--- src/rtl/logic_unit_sequencer_pkg.sv ---
// Shared encodings for the bit-serial logic unit sequencer and its 1-bit cell.
package logic_unit_sequencer_pkg;

   localparam logic [1:0] OP_NAND = 2'b00;
   localparam logic [1:0] OP_AND  = 2'b01;
   localparam logic [1:0] OP_OR   = 2'b10;
   localparam logic [1:0] OP_XOR  = 2'b11;

   typedef enum logic [1:0] {
      ST_IDLE = 2'b00,
      ST_RUN  = 2'b01,
      ST_DONE = 2'b10
   } state_t;

endpackage

--- src/rtl/logic_unit_sequencer_cell.sv ---
// One-bit two-input logic cell: NAND/AND/OR/XOR chosen by a 2-bit op.
module logic_cell_1b
   import logic_unit_sequencer_pkg::*;
(
   input  logic       x,
   input  logic       y,
   input  logic [1:0] op,
   output logic       z
);

   always_comb begin
      z = 1'b0;
      unique case (op)
         OP_NAND: z = ~(x & y);
         OP_AND:  z = x & y;
         OP_OR:   z = x | y;
         OP_XOR:  z = x ^ y;
         default: z = 1'b0;
      endcase
   end

endmodule

--- src/rtl/logic_unit_sequencer.sv ---
// Bit-serial sequencer: streams WIDTH-bit operands LSB-first through one 1-bit
// logic cell and returns the assembled result over a valid/ready handshake.
module logic_unit_sequencer
   import logic_unit_sequencer_pkg::*;
#(
   parameter int unsigned WIDTH = 8
) (
   input  logic             clk,
   input  logic             rst,
   input  logic             in_valid,
   output logic             in_ready,
   input  logic [WIDTH-1:0] a,
   input  logic [WIDTH-1:0] b,
   input  logic [1:0]       op,
   output logic             out_valid,
   input  logic             out_ready,
   output logic [WIDTH-1:0] result,
   output logic             busy
);

   localparam int unsigned CNT_W = (WIDTH > 1) ? $clog2(WIDTH) : 1;
   localparam logic [CNT_W-1:0] CNT_LAST = CNT_W'(WIDTH - 1);

   state_t           state;
   logic [WIDTH-1:0] a_sh;
   logic [WIDTH-1:0] b_sh;
   logic [1:0]       op_q;
   logic [CNT_W-1:0] cnt;
   logic             cell_z;
   logic [WIDTH-1:0] result_shift;

   logic_cell_1b u_cell (
      .x  (a_sh[0]),
      .y  (b_sh[0]),
      .op (op_q),
      .z  (cell_z)
   );

   // New bit enters at the MSB so after WIDTH shifts bit 0 sits at result[0].
   always_comb begin
      result_shift            = result >> 1;
      result_shift[WIDTH-1]   = cell_z;
   end

   assign in_ready  = (state == ST_IDLE);
   assign out_valid = (state == ST_DONE);
   assign busy      = (state != ST_IDLE);

   always_ff @(posedge clk or posedge rst) begin
      if (rst) begin
         state  <= ST_IDLE;
         result <= '0;
         a_sh   <= '0;
         b_sh   <= '0;
         op_q   <= '0;
         cnt    <= '0;
      end else begin
         case (state)
            ST_IDLE: begin
               if (in_valid) begin
                  a_sh  <= a;
                  b_sh  <= b;
                  op_q  <= op;
                  cnt   <= '0;
                  state <= ST_RUN;
               end
            end
            ST_RUN: begin
               result <= result_shift;
               a_sh   <= a_sh >> 1;
               b_sh   <= b_sh >> 1;
               // Exit at WIDTH-1 rather than incrementing, so cnt never wraps.
               if (cnt == CNT_LAST) begin
                  state <= ST_DONE;
               end else begin
                  cnt <= cnt + 1'b1;
               end
            end
            ST_DONE: begin
               if (out_ready) begin
                  state <= ST_IDLE;
               end
            end
            default: state <= ST_IDLE;
         endcase
      end
   end

endmodule

--- config.mk ---
export PLATFORM = sky130hd
export DESIGN_NAME = logic_unit_sequencer
export DESIGN_NICKNAME = d
export VERILOG_FILES = /design/src/rtl/logic_unit_sequencer_pkg.sv /design/src/rtl/logic_unit_sequencer_cell.sv /design/src/rtl/logic_unit_sequencer.sv
export SDC_FILE = /design/constraint.sdc
export NUM_CORES = 1
export LEC_CHECK = 0
export ABC_AREA = 1
export CORE_UTILIZATION = 45
export CTS_CLUSTER_DIAMETER = 50
export CTS_CLUSTER_SIZE = 14
export DETAILED_ROUTE_END_ITERATION = 12
export PLACE_DENSITY = 0.72
export SLEW_MARGIN = 20
export SYNTH_ARGS = -nofsm -noshare
export SYNTH_HDL_FRONTEND = slang
export SYNTH_HIERARCHICAL = 1
export SYNTH_SLANG_ARGS = --single-unit
--- constraint.sdc ---
create_clock -name clk -period 1.4 [get_ports clk]
set_input_delay 0.28 -clock clk [delete_from_list [all_inputs] [get_ports clk]]
set_output_delay 0.28 -clock clk [all_outputs]
set_load 0.01 [all_outputs]
# Word-level counts from Yosys, hierarchy flattened
# Index checks and enable logic that the tools add are counted.
[word_totals]
regBits = 31
input_bits = 22
out_inout_bits = 11
wordCells = 41
[classes]
add_sub_neg = 1
n_eq_ne = 10
n_mux = 12
bitwise_logic = 4
n_reduce_logical = 8
[op_table]
columns = ["operator", "n"]
rows = [
  ["one-hot mux 8 bit (2 select lines)", 2],
  ["2-to-1 mux 8 bit", 2],
  ["== test 2 bit (second input constant)", 3],
  ["2-to-1 mux 2 bit", 3],
  ["2-to-1 mux 3 bit", 2],
  ["inequality test 2 bit (second input constant)", 3],
  ["one-hot mux 2 bit (3 select lines)", 1],
  ["one-hot mux 3 bit (2 select lines)", 1],
  ["AND reduction 3 bit", 2],
  ["== test 2 x 1 -> 1 bit (second input constant)", 2],
  ["zero test 2 bit", 2],
  ["one-hot mux 1 bit (4 select lines)", 1],
  ["AND reduction 2 bit", 2],
  ["nonzero test 2 bit", 2],
  ["adder 3 x 1 -> 3 bit (second input constant)", 1],
  ["== test 3 bit (second input constant)", 1],
  ["inequality test 2 x 1 -> 1 bit (second input constant)", 1],
  ["bitwise AND 1 bit", 1],
  ["inverter 1 bit", 1],
  ["bitwise OR 1 bit", 1],
  ["XOR 1 bit", 1],
]

# Logic depth before layout (Yosys ltp)
[depth]
depth_word = 3
mapped_depth = 8

# Cells and area by module
# Netlist, hierarchy kept.
[by_module_without_submodules]
columns = ["module", "instances", "cells_per_inst", "area_each_um2", "seq_area_each_um2"]
rows = [
  ["logic_unit_sequencer", 1, 187, 1465.2, 775.7],
  ["logic_cell_1b", 1, 15, 76.3, 0.0],
]

# Worst setup path before layout
# Ideal clock, no wire load.
[synth_path]
path_kind = "register to register"
start = "register cnt[0]"
end = "register cnt[0]"
setup_time_ns = 0.118
arrival_time_ns = 1.066
t_required_ns = 1.282
slack_ns = 0.216
stages_incl_launch_ff = 7
n_path_buf = 0
synth_period_minus_slack_ns = 1.184
cell_sequence = "dfrtp_1 ha_1 ha_1 inv_1 nand3_1 nand3_1 nand2_1"
[synth_via]
elab_chain_len = 3
word_cells_on_any_way = 6
cone_classes = "add/sub: 1; eq/ne: 2; mux: 2; reduce/logical: 1"
[synth_lines]
columns = ["item", "line_no", "text"]
rows = [
  ["start: declaration", "logic_unit_sequencer.sv:28", "logic [CNT_W-1:0] cnt;"],
  ["start signal: assignment", "logic_unit_sequencer.sv:76", "cnt <= cnt + 1'b1;"],
  ["adder 3 x 1 -> 3 bit / == test 3 bit (equally long branches)", "logic_unit_sequencer.sv:76, logic_unit_sequencer.sv:73", ""],
  ["2-to-1 mux 3 bit / inequality test 2 bit (equally long branches)", "--", ""],
  ["one-hot mux 3 bit (2 select lines) / AND reduction 3 bit (equally long branches)", "--", ""],
]
# Parallel ways exist; a longest one is shown, timed or not. The select of a mux whose other input is x is not followed.
# A chain may end at the register's enable or synchronous reset.

# Worst setup path in the final report
[layout_path]
start = "register state[1]"
end = "output in_ready"
[layout_via]
elab_chain_len = 1
[layout_lines]
columns = ["item", "line_no", "text"]
rows = [
  ["start: declaration", "logic_unit_sequencer.sv:24", "state_t state;"],
  ["start signal: assignment", "logic_unit_sequencer.sv:51", "state <= ST_IDLE;"],
  ["start signal: assignment", "logic_unit_sequencer.sv:65", "state <= ST_RUN;"],
  ["start signal: assignment", "logic_unit_sequencer.sv:74", "state <= ST_DONE;"],
  ["zero test 2 bit", "logic_unit_sequencer.sv:45", "assign in_ready = (state == ST_IDLE);"],
  ["end: declaration", "logic_unit_sequencer.sv:11", "output logic in_ready,"],
]
# No other way between the ends.

==> out/metrics.cfg <==
[clock_network]
numClockSinks=31
cts_max_level=2
cts_made_buffers=5
tritoncts=done
clock_path_buffers=2
root_buffer=clkbuf_4
clkTransAtPathRegs_ps=100
insertion_delay_ps=340

[job]
maxCapViolCount=0

[worst_setup_path]
rr_startpoint=state[1]
crit_top_cell=buf_6
crit_chain=nor2_4 -> buf_6 -> buf_6
required_ps=1120
slowest_delay_ps=430
crit_fanout=2
ff2ff_setup_slack_ps=90
worstPathArrival_ps=1100
slowest_stage=dfrtp_1
r2r_cells=8
path_class=reg -> out
cp-end-kind=output pin
start_kind=flip-flop
path_buf_inv=2
startpoint=state[1]
r2r-end=b_sh[2]
critical-path-top-delay-family=flip-flops

[layout]
fin_nets=272
area_growth_pct=36.77
fill_cells=279
fin_area_um2=2108
drive_above_1_share_pct=13.36
postLayoutCoreUtil_pct=66.87
antennaDiodeCount=0

[sta]
relSlewSlack_pct=85.94
fmax_mhz=722.6
setup_viol=0
layout_min_cycle_time_ps=1384
slew_viol_final=0
hold_viol=0
post-route-period-util_pct=98.85
tightestPinTransition_ps=210.3
grt_setup_unrepaired=yes
tns_ps=0
fin_worst_skew_ps=11.33
worst_slack_ps=16.16

[route]
drc=0
avgViaCountPerCell=4.787
ant_nets=0
wl_mm=3.224
vias=1393
dr.pass1.iters=6
wire_per_inst_um=11.08
drt_iter0_drc=63

[logic_synthesis]
syn-num-nets=228
yosysWarnings=6
synth_largest_area_cell=dfrtp_1
synth.area.top_cells=dfrtp_1, nand2_1, nand3_1
synthDistinctLibCells=16
synth-seq-area-share_pct=50.32
synth_ff_type=dfrtp_1
ys_ff_latch=31
async_flop_share_pct=100.0
synth_edf_count=0
synth_top_area_share_pct=50.32
synth_common_cells=nand2_1, dfrtp_1, nand3_1, inv_1, buf_2
synth_most_common_cell=nand2_1
syn_inst=202
syn_area_um2=1541
syn_area_per_cell_um2=7.631

[floorplanning]
core_um2=3153
die_area_um2=3663
dieHeight_um=60.53
dieWidth_um=60.53
io-pin-count=33
start_util_pct=48.89
rows=20

[outcome]
status=completed

[placement]
dpl_cell_area_um2=1948
dp_hpwl_mm=2.122
gp_congestion=0.7341
io_buffers=32
place_worst_setup_slack_ps=7.881

[global_route]
grt_pass1_vias=1284
antenna_found_initial=0
grt.total_usage_pct=20.76
overflow=0
grt_pass1_wl_mm=5.430
grt_max_degree=32

[pwr]
p_total_mw=4.455
peakVddDrop_uv=1285
p_leak_nw=1.155
p_per_area_nw_per_um2=2113

[worst_hold_path]
worstHoldPathType=in -> async

[through the flow]
| stage | std cells | hold WS, ps |
|---|---|---|
| 4_1_cts | 291 | 283.8 |
| 3_5_place_dp | 279 | 460.1 |
| 5_1_grt | 291 | 280.1 |
| 6_report | 291 | 280.6 |
| 3_3_place_gp | 279 | 454.2 |
| 2_1_floorplan | 202 | 383.5 |
[power by group]
part           total [mW]  switching (mW)  internal (mW)
Clock               0.736           0.314          0.422
Sequential           1.54           0.242           1.30
Combinational        2.18            1.20          0.977
Total                4.46            1.76           2.70
[how the worst max path moves through the flow]
stage / endpoint / slack [ps] / depth (start not counted)
floorplan: cnt[0] / 220 / 6
global placement: out_valid / 2 / 2
detailed placement: out_valid / 8 / 2
CTS: out_valid / -40 / 3
global route: in_ready / -50 / 3
finish: in_ready / 20 / 3
[cells by family after synthesis]
kind of cell	share of synthesized area [%]
simple gates	37.09
buf+inv	7.305
fa+ha+maj	3.247
flops	50.32
compound gates	2.029
[worst register-to-register path: cells and delay by family (launching register included)]
kind,cells,cell delay [ps]
simple gates,5,320
flops,1,430
buf+inv,3,460
[layout by cell type, fill, tap and decap left out, types with 4 or more instances in the layout]
master | Yosys | routed
nand2_1 | 104 | 103
dfrtp_1 | 31 | 31
nand3_1 | 30 | 29
clkdlybuf4s50_1 | 0 | 21
inv_1 | 13 | 13
dlygate4sd2_1 | 0 | 8
buf_6 | 1 | 7
buf_4 | 2 | 6
clkbuf_4 | 0 | 5
ha_1 | 4 | 4
[what timing repair did]
item | in CTS | in global routing
endpoints found under the hold margin | 0 | 0
pin swaps | 1 | 2
gates cloned | 0 | 0
endpoints found under the setup margin | 11 | 22
buffers inserted | 4 | 0
hold buffers | 0 | 0
resized for setup | 23 | 14
[state kept, by name (all words and copies together) (netlist names)]
register,flops
a_sh,8
b_sh,8
result,8
cnt,3
op_q,2
state,2
[layer usage]
layer / GRT usage (%) / share of wire (%)
met5: 0 / 0
met4: 8.766 / 1.9
met3: 5.757 / 4.4
met1: 26.00 / 46
met2: 33.91 / 47
[cell type report]
class                   count  area [um2]  area share [%]
well taps                  44       55.05           2.611
repair buffers             46       464.2           22.02
multi-input cells         147       668.1           31.69
clock inverters             2       35.03           1.662
clock buffers               6       51.30           2.433
flip-flops and latches     31       775.7           36.80
inverters                  15       58.81           2.789
Note: power is estimated with default switching activity, not from simulation.
